## src/rtl/prog_loader_mem_pkg.sv

```systemverilog
// Shared definitions for the program loader / program memory.
//   state_t    : loader FSM states (length header, data bytes, done)
//   INSN_ZERO  : instruction word presented to the CPU while held or out of range
package prog_loader_mem_pkg;

  typedef enum logic [2:0] {
    LEN_HI  = 3'd0,
    LEN_LO  = 3'd1,
    DATA_HI = 3'd2,
    DATA_LO = 3'd3,
    DONE    = 3'd4
  } state_t;

  localparam logic [15:0] INSN_ZERO = 16'h0000;

endpackage

```

## src/rtl/prog_loader_mem_ram.sv

```systemverilog
// prog_ram: 2^ADDR_W x 16 program storage. No reset on the array.
//   clk   : write clock
//   we    : write enable (synchronous)
//   waddr : write word address
//   wdata : write word
//   raddr : read word address (asynchronous read)
//   rdata : read word
module prog_ram #(
  parameter int unsigned ADDR_W = 8
) (
  input  logic              clk,
  input  logic              we,
  input  logic [ADDR_W-1:0] waddr,
  input  logic [15:0]       wdata,
  input  logic [ADDR_W-1:0] raddr,
  output logic [15:0]       rdata
);

  logic [15:0] mem [2**ADDR_W];

  always_ff @(posedge clk) begin
    if (we) mem[waddr] <= wdata;
  end

  assign rdata = mem[raddr];

endmodule

```

## src/rtl/prog_loader_mem.sv

```systemverilog
// Program memory plus length-prefixed byte-stream loader for the stack CPU.
// Bytes are packed big-endian into 16-bit words written from word 0 upward;
// the CPU is held until the load finishes.
//   clk, rst_n : clock, asynchronous active-low reset
//   rx_data    : loader byte; rx_valid / rx_ready handshake
//   reload     : start a new load (honoured only in DONE)
//   cpu_addr   : CPU word address; cpu_data : instruction word (0 while held)
//   cpu_hold   : CPU stall while loading; load_done : high in DONE
//   load_err   : sticky, declared length exceeded the memory depth
module prog_loader_mem
  import prog_loader_mem_pkg::*;
#(
  parameter int unsigned ADDR_W = 8
) (
  input  logic        clk,
  input  logic        rst_n,
  input  logic [7:0]  rx_data,
  input  logic        rx_valid,
  output logic        rx_ready,
  input  logic        reload,
  input  logic [15:0] cpu_addr,
  output logic [15:0] cpu_data,
  output logic        cpu_hold,
  output logic        load_done,
  output logic        load_err
);

  localparam logic [16:0] DEPTH = 17'(1) << ADDR_W;

  state_t      state_q, state_d;
  logic [15:0] len_q, len_d;
  logic [15:0] cnt_q, cnt_d;
  logic [7:0]  hi_q, hi_d;
  logic        err_q, err_d;
  logic        we;
  logic        xfer;
  logic [15:0] rd_data;
  logic [15:0] addr_hi;

  always_ff @(posedge clk or negedge rst_n) begin
    if (!rst_n) begin
      state_q <= LEN_HI;
      len_q   <= '0;
      cnt_q   <= '0;
      hi_q    <= '0;
      err_q   <= 1'b0;
    end else begin
      state_q <= state_d;
      len_q   <= len_d;
      cnt_q   <= cnt_d;
      hi_q    <= hi_d;
      err_q   <= err_d;
    end
  end

  assign xfer = rx_valid && rx_ready;

  always_comb begin
    state_d = state_q;
    len_d   = len_q;
    cnt_d   = cnt_q;
    hi_d    = hi_q;
    err_d   = err_q;
    we      = 1'b0;
    unique case (state_q)
      LEN_HI: if (xfer) begin
        len_d[15:8] = rx_data;
        state_d     = LEN_LO;
      end
      LEN_LO: if (xfer) begin
        len_d[7:0] = rx_data;
        cnt_d      = '0;
        if ({1'b0, len_q[15:8], rx_data} > DEPTH) err_d = 1'b1;
        state_d = ({len_q[15:8], rx_data} == 16'd0) ? DONE : DATA_HI;
      end
      DATA_HI: if (xfer) begin
        hi_d    = rx_data;
        state_d = DATA_LO;
      end
      DATA_LO: if (xfer) begin
        cnt_d = cnt_q + 16'd1;
        // words beyond the array are consumed but never written
        we      = ({1'b0, cnt_q} < DEPTH);
        state_d = (cnt_q + 16'd1 == len_q) ? DONE : DATA_HI;
      end
      DONE: if (reload) begin
        cnt_d   = '0;
        err_d   = 1'b0;
        state_d = LEN_HI;
      end
      default: state_d = LEN_HI;
    endcase
  end

  prog_ram #(.ADDR_W(ADDR_W)) u_ram (
    .clk   (clk),
    .we    (we),
    .waddr (cnt_q[ADDR_W-1:0]),
    .wdata ({hi_q, rx_data}),
    .raddr (cpu_addr[ADDR_W-1:0]),
    .rdata (rd_data)
  );

  assign addr_hi   = cpu_addr >> ADDR_W;
  assign rx_ready  = (state_q != DONE);
  assign cpu_hold  = (state_q != DONE);
  assign load_done = (state_q == DONE);
  assign load_err  = err_q;
  assign cpu_data  = (cpu_hold || (addr_hi != 16'd0)) ? INSN_ZERO : rd_data;

endmodule

```

## config.mk

```make
export PLATFORM = sky130hd
export DESIGN_NAME = prog_loader_mem
export DESIGN_NICKNAME = d
export VERILOG_FILES = /design/src/rtl/prog_loader_mem_pkg.sv /design/src/rtl/prog_loader_mem_ram.sv /design/src/rtl/prog_loader_mem.sv
export SDC_FILE = /design/constraint.sdc
export NUM_CORES = 2
export LEC_CHECK = 0
export CAP_MARGIN = 20
export CORE_MARGIN = 5
export CORE_UTILIZATION = 35
export CTS_BUF_LIST = sky130_fd_sc_hd__clkbuf_8
export CTS_CLUSTER_DIAMETER = 50
export DETAILED_ROUTE_END_ITERATION = 8
export PLACE_DENSITY = 0.47
export SYNTH_ARGS = -nofsm -noshare
export SYNTH_HDL_FRONTEND = slang
export SYNTH_SLANG_ARGS = --single-unit
```

## constraint.sdc

```tcl
create_clock -name clk -period 12.45 [get_ports clk]
set_clock_uncertainty 0.1 [all_clocks]
set_input_delay 2.49 -clock clk [delete_from_list [all_inputs] [get_ports clk]]
set_output_delay 2.49 -clock clk [all_outputs]
set_load 0.005 [all_outputs]
```

# Yosys cells after proc, flatten, opt, wreduce, memory -nomap -nowiden
# Memory sizes are Yosys's and may differ from the RTL's.
# Cells that the tools add are included.
[totals]
reg_bits = 44
ramBits = 4096
input_bits = 28
output_inout_bits = 20
elab_cells = 56
n_memories = 1
[mem_list]
columns = ["name", "words", "word_bits", "read_ports", "rd_ports_with_merged_regs", "wr", "line", "rtl"]
rows = [
  ["u_ram.mem", 256, 16, 1, 0, 1, "prog_loader_mem_ram.sv:19", "logic [15:0] mem [2**ADDR_W];"],
]
[op_classes]
add_sub_neg = 1
magnitude_cmp = 2
eq_ne = 12
mux = 21
reduce_logical = 13
[ops]
columns = ["operator", "n"]
rows = [
  ["16-bit two-way mux", 4],
  ["16-bit one-hot mux with 3 select lines", 1],
  ["3-bit two-way mux", 7],
  ["16-bit by 1-bit adder with 16-bit output (second input constant)", 1],
  ["16-bit equality test", 1],
  ["16-bit by 9-bit greater-than comparator with 1-bit output (second input constant)", 1],
  ["16-bit zero test", 1],
  ["16-bit by 9-bit < comparator with 1-bit output (second input constant)", 1],
  ["16-bit nonzero test", 1],
  ["3-bit one-hot mux with 5 select lines", 1],
  ["2-bit inequality test (second input constant)", 6],
  ["4-bit AND reduction", 2],
  ["1-bit two-way mux", 7],
  ["3-bit by 2-bit equality test with 1-bit output (second input constant)", 2],
  ["2-bit AND reduction", 3],
  ["5-bit AND reduction", 1],
  ["3-bit by 1-bit equality test with 1-bit output (second input constant)", 1],
  ["3-bit equality test (second input constant)", 1],
  ["3-bit zero test", 1],
  ["3-bit inequality test (second input constant)", 1],
  ["3-bit nonzero test", 1],
  ["1-bit one-hot mux with 2 select lines", 1],
  ["2-bit nonzero test", 1],
  ["1-bit logical AND", 1],
  ["1-bit logical OR", 1],
]

# Depth between registers and ports, before layout
[depth]
depth_word = 6
mapped_depth = 13
ltp_nobuf = 9

# By module
# From an unflattened synthesis, not the netlist that was laid out.
[unflattened]
hier_cells = 7617
area_unflattened_um2 = 161128.3
[by_module_without_submodules]
columns = ["module", "instances", "cells_each", "area_per_inst_um2", "seq_area_each_um2"]
rows = [
  ["prog_ram", 1, 7344, 158394.4, 122998.0],
  ["prog_loader_mem", 1, 273, 2733.9, 1101.1],
]

# Worst setup path before layout
# No wires, ideal clock.
[synth_timing]
path_type = "input to output"
from = "in cpu_addr[0]"
to = "out cpu_data[14]"
t_arrival_ns = 4.653
required_ns = 9.860
slack_ns = 5.207
path_stages = 9
path_buffers = 5
path_cell_list = "buf_6 buf_8 buf_4 buf_4 buf_4 mux4_2 mux4_2 o22ai_1 o22ai_1"
[synth_between]
elab_chain_len = 2
[synth_rtl]
columns = ["item", "line", "rtl"]
rows = [
  ["from (decl)", "prog_loader_mem.sv:21", "input logic [15:0] cpu_addr,"],
  ["memory read 256 x 16 bit", "n/a", ""],
  ["16-bit two-way mux", "prog_loader_mem.sv:109", "assign cpu_data = (cpu_hold || (addr_hi != 16'd0)) ? INSN_ZERO : rd_data;"],
  ["to (decl)", "prog_loader_mem.sv:22", "output logic [15:0] cpu_data,"],
]
# Every way passes these cells.

# Final worst setup path
[layout_timing]
from = "in cpu_addr[2]"
to = "out cpu_data[0]"
# Same word-level chain as after synthesis.

==> metrics <==
CTS Buf Count=702; status=completed; placement row count=249; worst path cell trace=clkbuf_8, nand2b_4, buf_4, o22ai_1, a2111oi_1, clkdlybuf4s18_2, a2111oi_1, o21ai_0, a2111oi_2, a31o_1, clkdlybuf4s50_1; Final period util=84.13%; Sw Share=26.27%; Peak VDD IR=0.1670 mV; Layout area overhead=13.83%; RSZ-0062 raised after global routing=false; leakage power=58.39 nW; Worst setup EP type=output pin; GRT Total Usage=20.88%; die extent in y=689.6 um; Post-synth top flop=edfxtp_1; IO buf count=47; Setup CP Type=input port to output pin; Initial DRC Count=9274; sequential fraction of the synthesis area=76.78%; via count=83650; detailed-route DRC error count=0; top cell type's share of synthesized area=76.10%; root buf cell=clkbuf_8; Crit path top cell by count=a2111oi_1; P_sw=0.008116 W; synthesized flop and latch total=4140; cell types occupying the most area after synthesis=edfxtp_1 (76%), mux4_2 (11%), mux2i_1 (2.8%); drt wl/cell=33.44 um; Internal Pwr Total=0.02278 W; asr flop ratio synth=1.063%; clk_lat worst skew=1.22 ns; Clk pin slew, worst setup/hold paths=0.06 ns; cts hold-fix bufs=0; fin. max-slew vios=0; vias in the first global route=84440; grt ovf=0; EDFF count, synth=4096; post-CTS setup buffer count=0; top-count cell post-synth=edfxtp_1; setup TNS=0 ns; Cell Pwr Density=167.9 mW/mm2; DP Worst Slack=1.957 ns; register share of total power=54.3%; Final setup viols=0; Post-Synthesis Cells=7684; Layout fillers=41180; boundary pin count=48; Yosys warning total=0; Post-layout nets=8466; Synth area leader=edfxtp_1; ANT nets after route=0; Horiz. Die Dim=689.6 um; Syn Nets=7716; Slew @ Worst Pin=1.308 ns; clock power share=36.6%; fin cells=15150; initial antenna violation count=45; Post-DP HPWL=307900 um; Max clock buf depth=4; Worst Path Max Fanout=55; clock period minus final worst setup slack=10.47 ns; PnR worst setup slack=1.976 ns; gpl congestion=0.8596; Netlist cell types=88; logic gate share of total power=9.1%; mean post-synth cell area=21.03 um2; Via density=5.520; share of layout cells above drive strength 1=25.90%; post-cts sizing count=0; Initial Utilization=35.12%; Critical-path top delay cell=a2111oi_1; Placed Cells incl. Taps=13870; post-layout util=39.98%; final hold violations=0; pin count of the biggest net entering global routing=186; CTS tree=built; FMAX=95.48 MHz; die area=0.4755 mm2; synthesized area=0.1616 mm2; Max Cap Violations=0; Worst EP required=9.86 ns; Core Box Area=0.4602 mm2; first-pass GRT wire length=697100 um; worst stage delay on the critical path=0.93 ns; CTS sink cnt=4140; hold crit path type=flop to flop; Slew headroom=12.78%; crit path DAT=7.88 ns; # H-tree levels=6; Pre-Repair DR Iteration Count=6; commonest cells in the synthesized netlist=edfxtp_1 (4096), mux4_2 (790), mux2i_1 (456), nor2_1 (380), nor3_1 (177); Critical Path Start Type=input port; Post-Route WL=506700 um
[layout make-up]
class                      instances  area, um2  share of cell area (%)
inverter                          10      50.05                 0.02720
timing repair buffer             512       4602                   2.501
multi-input combinational       3068      34700                   18.86
tap                             6149       7694                   4.182
antenna                           15      37.54                 0.02040
clock inverter                   543       2895                   1.574
sequential                      4140     124100                   67.47
clock buffer                     717       9868                   5.364
[power groups by stage]
stage	Clock (W)	Sequential (W)	Combinational, W
3_5_place_dp	0	0.0171	0.00284
4_1_cts	0.0116	0.0168	0.00284
2_1_floorplan	0	0.0175	0.000924
5_1_grt	0.0122	0.0168	0.00296
6_report	0.0113	0.0168	0.00282
3_3_place_gp	0	0.0170	0.00275
[layer usage]
| layer | vias to the layer above | GRT usage [%] | share of wire, % |
|---|---|---|---|
| met5 | - | 0 | 0.022 |
| met4 | 16 | 6.687 | 3.4 |
| met3 | 777 | 3.736 | 7.0 |
| met2 | 3408 | 32.51 | 46 |
| met1 | 45410 | 29.88 | 43 |
| li1 | 34040 | - | - |
[critical path: cells and delay by family]
kind | cells | cell delay [ns]
and+or+nand+nor | 1 | 0.66
buffers and inverters | 4 | 2.17
AOI/OAI and AO/OA | 6 | 2.38
[sequential cells by signal (all words and copies together) (netlist names)]
name / count
state_q: 3
load_err: 1
u_ram.mem: 4096
hi_q: 8
len_q: 16
cnt_q: 16
[stage by stage]
stage	hold slack, ns	area [um2]	power, W
finish	0.4298	184000	0.03089
CTS	0.4316	183700	0.03119
global placement	0.4110	170500	0.01978
floorplan	0.4008	161600	0.01844
global route	0.4434	184000	0.03197
detailed placement	0.4186	171000	0.01990
[cells by family (layout without fill, tap and decap cells)]
| group | after synthesis | after routing | share of synthesized area (%) |
|---|---|---|---|
| XOR/XNOR | 19 | 19 | 0.1030 |
| AO/OA/AOI/OAI | 703 | 703 | 3.197 |
| multiplexers | 1353 | 1353 | 14.97 |
| adder cells (fa/ha/maj) | 4 | 4 | 0.03097 |
| other | 0 | 15 | 0 |
| flip-flops | 4140 | 4140 | 76.78 |
| AND/OR/NAND/NOR | 989 | 989 | 2.916 |
| buffers and inverters | 476 | 1782 | 2.006 |
[cells in the final DEF (no fill, tap or decap), types with 28 or more instances in the layout]
cell type / instances
edfxtp_1: 4096
mux4_2: 790
clkbuf_8: 718
mux2i_1: 456
buf_4: 406
nor2_1: 281
inv_1: 241
clkinv_1: 191
nor3_1: 175
nand2_1: 160
o221ai_1: 150
o22ai_1: 116
a21oi_1: 99
nor2_2: 95
o21ai_0: 70
mux2_2: 65
a211oi_1: 53
clkinv_2: 51
nand3_1: 50
mux4_1: 42
nor4_1: 39
dfrtp_1: 36
clkdlybuf4s50_1: 31
buf_8: 28
[path summary, 6_finish.rpt]
check                            start                end  slack [ns]  depth (start not counted)
min in group asynchronous        rst_n            hi_q[0]        1.29                          2
min                           len_q[3]           len_q[3]        0.43                          1
max                        cpu_addr[2]        cpu_data[0]        1.98                         11
max in group asynchronous        rst_n            hi_q[5]       10.44                          2
max reg2reg                 state_q[2]  u_ram.mem[254][9]        7.38                          8
min reg2reg                   len_q[3]           len_q[3]        0.43                          1
No activity file was read; power rests on OpenSTA's default activity.
